<file path="config.mk">
export PLATFORM = sky130hd
export DESIGN_NAME = mem_arbiter
export DESIGN_NICKNAME = d
export VERILOG_FILES = /design/src/rtl/mem_arbiter_pkg.sv /design/src/rtl/mem_arbiter_arb_pick.sv /design/src/rtl/mem_arbiter.sv
export SDC_FILE = /design/constraint.sdc
export NUM_CORES = 1
export LEC_CHECK = 0
export ABC_CLOCK_PERIOD_IN_PS = 2900
export BUFFER_PORTS_ARGS = -buffer_cell sky130_fd_sc_hd__buf_4
export CORE_MARGIN = 1.5
export CORE_UTILIZATION = 42
export DETAILED_ROUTE_END_ITERATION = 16
export PLACE_DENSITY_LB_ADDON = 0.1
export SETUP_SLACK_MARGIN = 0.4
export SLEW_MARGIN = 5
export SYNTH_ARGS = -nofsm -noshare
export SYNTH_HDL_FRONTEND = slang
export SYNTH_HIERARCHICAL = 1
export SYNTH_SLANG_ARGS = --single-unit
</file>
<file path="constraint.sdc">
create_clock -name clk -period 2.9 [get_ports clk]
set_clock_uncertainty 0.15 [all_clocks]
set_input_delay 0.58 -clock clk [delete_from_list [all_inputs] [get_ports clk]]
set_output_delay 0.58 -clock clk [all_outputs]
set_load 0.02 [all_outputs]
</file>
<file path="src/rtl/mem_arbiter_pkg.sv">
// Shared types and constants for the memory arbiter.
// Optional feature macro: ARB_STARVE_GUARD_EN (ifetch starvation guard).
package mem_arbiter_pkg;

    localparam int ADDR_WIDTH   = 32;
    localparam int VAL_WIDTH    = 32;
    localparam int LSB_ID_WIDTH = 4;
    localparam int FUNCT3_WIDTH = 3;

    // Request / grant vector bit positions
    localparam int NUM_REQ = 3;
    localparam int GNT_ST  = 0;
    localparam int GNT_LD  = 1;
    localparam int GNT_IF  = 2;

    // Address bits [17:16] equal to this value select the IO space
    localparam logic [1:0] IO_SPACE = 2'b11;

    // Instruction fetches are always full-word loads
    localparam logic [FUNCT3_WIDTH-1:0] IF_FUNCT3 = 3'b010;

    typedef enum logic [1:0] {
        IDLE     = 2'd0,
        LSB_WAIT = 2'd1,
        IF_WAIT  = 2'd2,
        IF_DRAIN = 2'd3
    } arb_state_t;

    // True for a store that targets the IO space
    function automatic logic is_io_store(input logic wr, input logic [1:0] region);
        return wr && (region == IO_SPACE);
    endfunction

endpackage

</file>
<file path="src/rtl/mem_arbiter_arb_pick.sv">
// Combinational priority picker: store > load > ifetch, with an
// optional starvation override that lets a waiting ifetch win.
module arb_pick
    import mem_arbiter_pkg::*;
(
    input  logic [NUM_REQ-1:0] req,
    input  logic               io_block,
    input  logic               flush,
    input  logic               starve,
    output logic [NUM_REQ-1:0] grant
);

    // One-hot winner selection; flush only suppresses the ifetch request
    always_comb begin
        grant = '0;
        if (req[GNT_IF] && !flush && starve) begin
            grant[GNT_IF] = 1'b1;
        end else if (req[GNT_ST] && !io_block) begin
            grant[GNT_ST] = 1'b1;
        end else if (req[GNT_LD]) begin
            grant[GNT_LD] = 1'b1;
        end else if (req[GNT_IF] && !flush) begin
            grant[GNT_IF] = 1'b1;
        end
    end

endmodule

</file>
<file path="src/rtl/mem_arbiter.sv">
// Arbitrates the shared byte-serial memory engine between the icache
// (ifetch) and the load/store buffer. Optional macro ARB_STARVE_GUARD_EN
// adds a counter that forces an ifetch grant after STARVE_LIMIT
// consecutive LSB grants made while an ifetch was waiting.
module mem_arbiter
    import mem_arbiter_pkg::*;
#(
    parameter int STARVE_LIMIT = 4
) (
    input  logic                    clk,
    input  logic                    rst_in,
    input  logic                    rdy_in,
    input  logic                    flush,
    input  logic                    io_buffer_full,
    input  logic                    if_req,
    input  logic [ADDR_WIDTH-1:0]   if_addr,
    output logic                    if_ack,
    output logic [VAL_WIDTH-1:0]    if_inst,
    input  logic                    lsb_req,
    input  logic                    lsb_wr,
    input  logic [ADDR_WIDTH-1:0]   lsb_addr,
    input  logic [VAL_WIDTH-1:0]    lsb_wdata,
    input  logic [FUNCT3_WIDTH-1:0] lsb_type,
    input  logic [LSB_ID_WIDTH-1:0] lsb_id,
    output logic                    lsb_ack,
    output logic [VAL_WIDTH-1:0]    lsb_rdata,
    output logic [LSB_ID_WIDTH-1:0] lsb_rid,
    output logic                    eng_start,
    output logic                    eng_wr,
    output logic [ADDR_WIDTH-1:0]   eng_addr,
    output logic [VAL_WIDTH-1:0]    eng_wdata,
    output logic [FUNCT3_WIDTH-1:0] eng_type,
    input  logic                    eng_done,
    input  logic [VAL_WIDTH-1:0]    eng_rdata,
    output logic                    arb_busy
);

    if (STARVE_LIMIT < 1) begin : g_bad_limit
        $error("STARVE_LIMIT must be at least 1");
    end

    arb_state_t              state;
    logic [LSB_ID_WIDTH-1:0] lat_id;
    logic [NUM_REQ-1:0]      req_vec;
    logic [NUM_REQ-1:0]      grant;
    logic                    can_grant;
    logic                    io_block;
    logic                    starve;

    // Requesters hold their request through the ack cycle, so the ack
    // cycle itself must not grant or the finished access would repeat.
    assign can_grant = (state == IDLE) && !lsb_ack && !if_ack;
    assign io_block  = io_buffer_full && is_io_store(lsb_wr, lsb_addr[17:16]);
    assign req_vec   = {can_grant & if_req,
                        can_grant & lsb_req & ~lsb_wr,
                        can_grant & lsb_req & lsb_wr};
    assign arb_busy  = (state != IDLE);

    arb_pick u_pick (
        .req      (req_vec),
        .io_block (io_block),
        .flush    (flush),
        .starve   (starve),
        .grant    (grant)
    );

`ifdef ARB_STARVE_GUARD_EN
    localparam int CNT_W = $clog2(STARVE_LIMIT + 1);
    localparam logic [CNT_W-1:0] CNT_MAX = CNT_W'(STARVE_LIMIT);

    logic [CNT_W-1:0] starve_cnt;

    assign starve = (starve_cnt == CNT_MAX);

    // Count LSB grants that overtook a waiting ifetch, saturating at the limit
    always_ff @(posedge clk or negedge rst_in) begin
        if (!rst_in) begin
            starve_cnt <= '0;
        end else if (rdy_in) begin
            if (!if_req || grant[GNT_IF]) begin
                starve_cnt <= '0;
            end else if ((grant[GNT_ST] || grant[GNT_LD]) && (starve_cnt != CNT_MAX)) begin
                starve_cnt <= starve_cnt + 1'b1;
            end
        end
    end
`else
    assign starve = 1'b0;
`endif

    // Main FSM: issue the engine command on a grant, then turn eng_done
    // into a one-cycle ack for whichever requester owns the access
    always_ff @(posedge clk or negedge rst_in) begin
        if (!rst_in) begin
            state     <= IDLE;
            eng_start <= 1'b0;
            eng_wr    <= 1'b0;
            eng_addr  <= '0;
            eng_wdata <= '0;
            eng_type  <= '0;
            if_ack    <= 1'b0;
            if_inst   <= '0;
            lsb_ack   <= 1'b0;
            lsb_rdata <= '0;
            lsb_rid   <= '0;
            lat_id    <= '0;
        end else if (rdy_in) begin
            eng_start <= 1'b0;
            if_ack    <= 1'b0;
            lsb_ack   <= 1'b0;
            case (state)
                IDLE: begin
                    if (grant[GNT_ST] || grant[GNT_LD]) begin
                        eng_start <= 1'b1;
                        eng_wr    <= lsb_wr;
                        eng_addr  <= lsb_addr;
                        eng_wdata <= lsb_wdata;
                        eng_type  <= lsb_type;
                        lat_id    <= lsb_id;
                        state     <= LSB_WAIT;
                    end else if (grant[GNT_IF]) begin
                        eng_start <= 1'b1;
                        eng_wr    <= 1'b0;
                        eng_addr  <= if_addr;
                        eng_wdata <= '0;
                        eng_type  <= IF_FUNCT3;
                        state     <= IF_WAIT;
                    end
                end
                LSB_WAIT: begin
                    // Flush is deliberately ignored: committed stores must finish
                    if (eng_done) begin
                        lsb_ack   <= 1'b1;
                        lsb_rdata <= eng_wr ? '0 : eng_rdata;
                        lsb_rid   <= lat_id;
                        state     <= IDLE;
                    end
                end
                IF_WAIT: begin
                    if (eng_done) begin
                        if (!flush) begin
                            if_ack  <= 1'b1;
                            if_inst <= eng_rdata;
                        end
                        state <= IDLE;
                    end else if (flush) begin
                        state <= IF_DRAIN;
                    end
                end
                IF_DRAIN: begin
                    if (eng_done) begin
                        state <= IDLE;
                    end
                end
                default: state <= IDLE;
            endcase
        end
    end

endmodule

</file>
# Word-level counts from Yosys, hierarchy flattened
# Index checks and enable logic that the tools add are counted.
# totals
elab_cells,73
register_bits,145
output_inout_bits,140
inputBits,144
# op_classes
n_eq_ne,7
muxes,28
bitwise_logic,6
reduce_logical,20
# op_table
cell,n
two-way mux 32 bit,5
two-way mux 1 bit,14
two-way mux 2 bit,6
AND reduction 3 bit,3
AND reduction 4 bit,2
== test 2 bit (second input constant),3
logical AND 1 bit,6
two-way mux 3 bit,2
one-hot mux 2 bit (3 select lines),1
bitwise AND 1 bit,4
logical NOT 1 bit,4
nonzero test 2 bit,2
!= test 3 x 2 -> 1 bit (second input constant),1
!= test 3 bit (second input constant),1
== test 2 x 1 -> 1 bit (second input constant),1
logical NOT 2 bit,1
!= test 2 x 1 -> 1 bit (second input constant),1
NOT 1 bit,2
OR reduction 2 bit,1
logical OR 1 bit,1

# Logic depth before layout (Yosys ltp)
# depth
word_depth,11
ltp_mapped,9
ltp_nobuf,7

# Cells and area by module
# Netlist, hierarchy kept.
# by_module_without_submodules
module,seq_area_each_um2,n_inst,area_each_um2,cells_each
mem_arbiter,3628.5,1,5947.0,438
arb_pick,0.0,1,76.3,7

# Worst setup path after synthesis
# OpenSTA, ideal clock, no wires.
# synth_timing
path_kind,flip-flop to flip-flop
startpoint,register state[0]
endpoint,register eng_addr[10]
required_ns,2.625
synth_period_minus_slack_ns,2.730
path_stages_with_launch,10
n_path_buf,2
path_slack_ns,0.170
arrival_ns,2.456
path_cell_list,dfrtp_1 -> clkbuf_2 -> nor4_1 -> and3_1 -> nand2b_4 -> o211a_1 -> nor2_2 -> buf_2 -> mux2_2 -> mux2_2
# synth_between
elab_chain_len,10
word_cells_on_any_way,18
cone_classes,6 x mux; 4 x bitwise; 8 x reduce/logical
# synth_lines
item,line_no,rtl
from (decl),mem_arbiter.sv:42,arb_state_t state;
from (signal assigned),mem_arbiter.sv:95,state <= IDLE;
from (signal assigned),mem_arbiter.sv:120,state <= LSB_WAIT;
from (signal assigned),mem_arbiter.sv:127,state <= IF_WAIT;
logical NOT 2 bit (*),mem_arbiter.sv:52,assign can_grant = (state == IDLE) && !lsb_ack && !if_ack;
logical AND 1 bit (*) (2 in series),mem_arbiter.sv:52,
bitwise AND 1 bit (*) (2 in series),mem_arbiter.sv:56,can_grant & lsb_req & lsb_wr};
via req_vec[0],mem_arbiter.sv:44,logic [NUM_REQ-1:0] req_vec;
logical AND 1 bit (*),mem_arbiter_arb_pick.sv:18,end else if (req[GNT_ST] && !io_block) begin
two-way mux 2 bit (*),mem_arbiter_arb_pick.sv:18,
via grant[1],mem_arbiter.sv:45,logic [NUM_REQ-1:0] grant;
logical OR 1 bit (*),mem_arbiter.sv:113,if (grant[GNT_ST] || grant[GNT_LD]) begin
nonzero test 2 bit (no line),--,
AND reduction 3 bit (no line),--,
to (signal assigned),mem_arbiter.sv:116,eng_addr <= lsb_addr;
to (signal assigned),mem_arbiter.sv:124,eng_addr <= if_addr;
to (decl),mem_arbiter.sv:30,"output logic [ADDR_WIDTH-1:0] eng_addr,"
# Mark *: on every way through the listed nets, which the timed path passes. The rest lies on a longest branch.
# A chain may end at the register's enable or synchronous reset.

# Final worst setup path
# layout_timing
startpoint,register state[0]
endpoint,register eng_addr[22]
# The elaborated chain is that of the path after synthesis.

==> flow_summary.json <==
{
  "die_w_microns": 123,
  "r2r_setup_slack_ns": 0.35,
  "fmax_mhz": 391,
  "setup_violations": 0,
  "fillCellCount": 1015,
  "io_pins": 284,
  "clock-root-buffer": "clkbuf_16",
  "area_growth_syn_to_layout_pct": 57.2,
  "synth_compound_area_frac": 0.0924,
  "via_count": 4697,
  "cts_hold_buf": 0,
  "drive_gt1_frac": 0.609,
  "hold_slack_ns": -0.00716,
  "max_stage_delay_ns": 0.41,
  "finalSetupTns_ns": 0,
  "path_class": "flop to flop",
  "track_usage": 0.227,
  "regArea_sq_um": 3630,
  "min_period_over_period": 0.881,
  "finalMaxSlewViolations": 0,
  "grt_max_degree": 68,
  "hold_violations": 4,
  "synthAdderAreaFrac": 0,
  "final_cell_mix": "buf_4, dfrtp_1, mux2_2",
  "ir_drop_mv": 0.630,
  "rows": 43,
  "dp.cells": 893,
  "power_density_nw_per_um2": 1200,
  "antenna_found_initial": 0,
  "ys_ff_latch": 145,
  "synthMuxAreaShare": 0.194,
  "drtAntennaViolNets": 0,
  "route.detailed.drc": 0,
  "dp_hpwl_microns": 11600,
  "clk_latency_ns": 0.41,
  "crit_arrival_ns": 2.70,
  "yosys.area_share.xor_xnor": 0,
  "die_h_microns": 123,
  "fp.dieArea_sq_um": 15100,
  "gp_congestion": 0.754,
  "diodes": 0,
  "syn_area_sq_um": 6020,
  "crit_top_cell": "mux2_2",
  "multi_input_area_sq_um": 2400,
  "cp_slowest_cell": "dfrtp_1",
  "yosys.cell_types.count": 34,
  "worst_pin_slew_ns": 0.609,
  "violations": "hold timing",
  "grt.overflow.total": 0,
  "initial_core_util": 0.432,
  "min_path_type": "input port to asynchronous set/reset pin",
  "viasPerCell": 4.99,
  "routed_wl_microns": 17400,
  "ys_warn_count": 6,
  "synth.avg_cell_area_sq_um": 13.5,
  "synth_top_family_by_area": "multiplexers",
  "ys_seq_area_frac": 0.602,
  "status": "finished, violations left",
  "worstPathRequired_ns": 3.05,
  "numPortBuffers": 283,
  "max-cap-violations": 0,
  "wl_per_cell_microns": 18.5,
  "slew_headroom": 0.594,
  "dr.first_iter.drc_count": 232,
  "crit_path_start_kind": "flop",
  "cts_htree_levels": 4,
  "cts_made_buffers": 17,
  "path_cells": "nor4_4 -> and3_4 -> nand2b_4 -> o211a_4 -> nor2_4 -> buf_6 -> buf_12 -> mux2_2 -> mux2_2",
  "path_clk_slew_ns": 0.06,
  "path_max_fanout": 8,
  "fin_nets": 893,
  "fin_crit_ns": 2.55,
  "p_leak_uw": 0.00485,
  "synthCells": 445,
  "cts_tree": "built",
  "core_area_sq_um": 13900,
  "stdcell_count": 942,
  "grt_pass1_vias": 5005,
  "cp-end-kind": "flop",
  "clkSinkCount": 145,
  "dr.pass1.iters": 4,
  "grt_pass1_wl_microns": 25500,
  "clk_path_buf_depth": 2,
  "synthSimpleGateAreaFrac": 0.0804,
  "rsz0062_at_grt": "yes",
  "final_common_cell": "buf_4",
  "fin_util": 0.680
}
-- state kept, by name, indices dropped and copies added, names as in the netlist, 2 cells and up --
signal / count
eng_wdata: 32
lsb_rid: 4
if_inst: 32
lat_id: 4
eng_addr: 32
lsb_rdata: 32
eng_type: 3
state: 2
-- logic make-up (layout without fill, tap and decap cells) --
family	Yosys count	count (layout)
AOI/OAI and AO/OA	77	77
buffers and inverters	36	352
DFF	145	145
muxes	104	104
other	1	2
and+or+nand+nor	82	82
-- repair_timing --
action	in CTS	in global routing
setup endpoints to repair	32	72
cloned	3	5
buffers inserted	8	1
pin swaps	3	0
gates resized for setup	15	35
-- where the power goes --
| part | internal, uW | switching [uW] | total (uW) |
|---|---|---|---|
| clock network | 1400 | 852 | 2250 |
| registers | 3030 | 613 | 3640 |
| logic | 2810 | 2680 | 5490 |
| total | 7230 | 4140 | 11400 |
-- synthesized netlist by cell type --
library cell / n / share of area
a211oi_2: 1 / 0.0021
a21o_1: 2 / 0.0025
a22o_1: 35 / 0.051
a22oi_1: 1 / 0.0012
a31o_2: 1 / 0.0015
and2_1: 1 / 0.0010
and3_1: 1 / 0.0010
and4_1: 1 / 0.0015
buf_2: 13 / 0.011
buf_4: 1 / 0.0012
buf_6: 3 / 0.0056
clkbuf_1: 11 / 0.0069
clkbuf_2: 1 / 0.00083
conb_1: 1 / 0.00062
dfrtp_1: 145 / 0.60
inv_1: 7 / 0.0044
mux2_1: 1 / 0.0019
mux2_2: 103 / 0.19
nand2_1: 36 / 0.022
nand2b_1: 32 / 0.033
nand2b_4: 2 / 0.0046
nand4_1: 1 / 0.0010
nand4b_1: 1 / 0.0015
nor2_1: 1 / 0.00062
nor2_2: 1 / 0.0010
nor2_4: 1 / 0.0019
nor3b_2: 1 / 0.0021
nor4_1: 1 / 0.0010
nor4_4: 1 / 0.0035
nor4b_4: 1 / 0.0039
o211a_1: 1 / 0.0017
o21ai_0: 34 / 0.028
o21ba_1: 1 / 0.0017
o311ai_2: 1 / 0.0027
-- layout make-up --
cell class | count | area share
Clock inverter | 13 | 0.0168
Timing Repair Buffer | 313 | 0.273
Inverter | 7 | 0.00277
Clock buffer | 19 | 0.0478
Sequential cell | 145 | 0.383
Multi-Input combinational cell | 265 | 0.253
Tap cell | 180 | 0.0238
-- metal layers --
layer,track usage,up-vias,wire [microns]
met5,0,-,0
met4,0.102,0,484
met3,0.0720,31,1300
met2,0.400,179,8990
met1,0.249,2308,6670
li1,-,2179,-
-- path summary, 6_finish.rpt --
path                                from            end  depth (start not counted)
max reg2reg                     state[0]   eng_addr[22]                          9
min                               rst_in     if_inst[3]                          1
max in group asynchronous         rst_in         if_ack                          2
min in group clk           lsb_wdata[21]  eng_wdata[21]                          2
max                             state[0]   eng_addr[22]                          9
min reg2reg                lsb_rdata[21]  lsb_rdata[21]                          2
-- through the flow --
step                hold slack, ns  total power [uW]  setup WS [ns]  instance area (sq um)
floorplan                    0.134              6400          0.418                   6080
global placement             0.315              8500          0.354                   8400
detailed placement           0.323              8650          0.318                   8400
CTS                        0.00824             11200          0.338                   9210
global route                0.0331             12000          0.268                   9470
finish                    -0.00716             11400          0.345                   9470
-- critical path, delay by kind of cell (launching register included) --
kind	cells	cell delay, ns
buffers and inverters	2	0.28
multiplexers	2	0.63
AO/OA/AOI/OAI	1	0.16
AND/OR/NAND/NOR	4	0.81
flip-flops	1	0.41
Note: power is estimated with default switching activity, not from simulation.
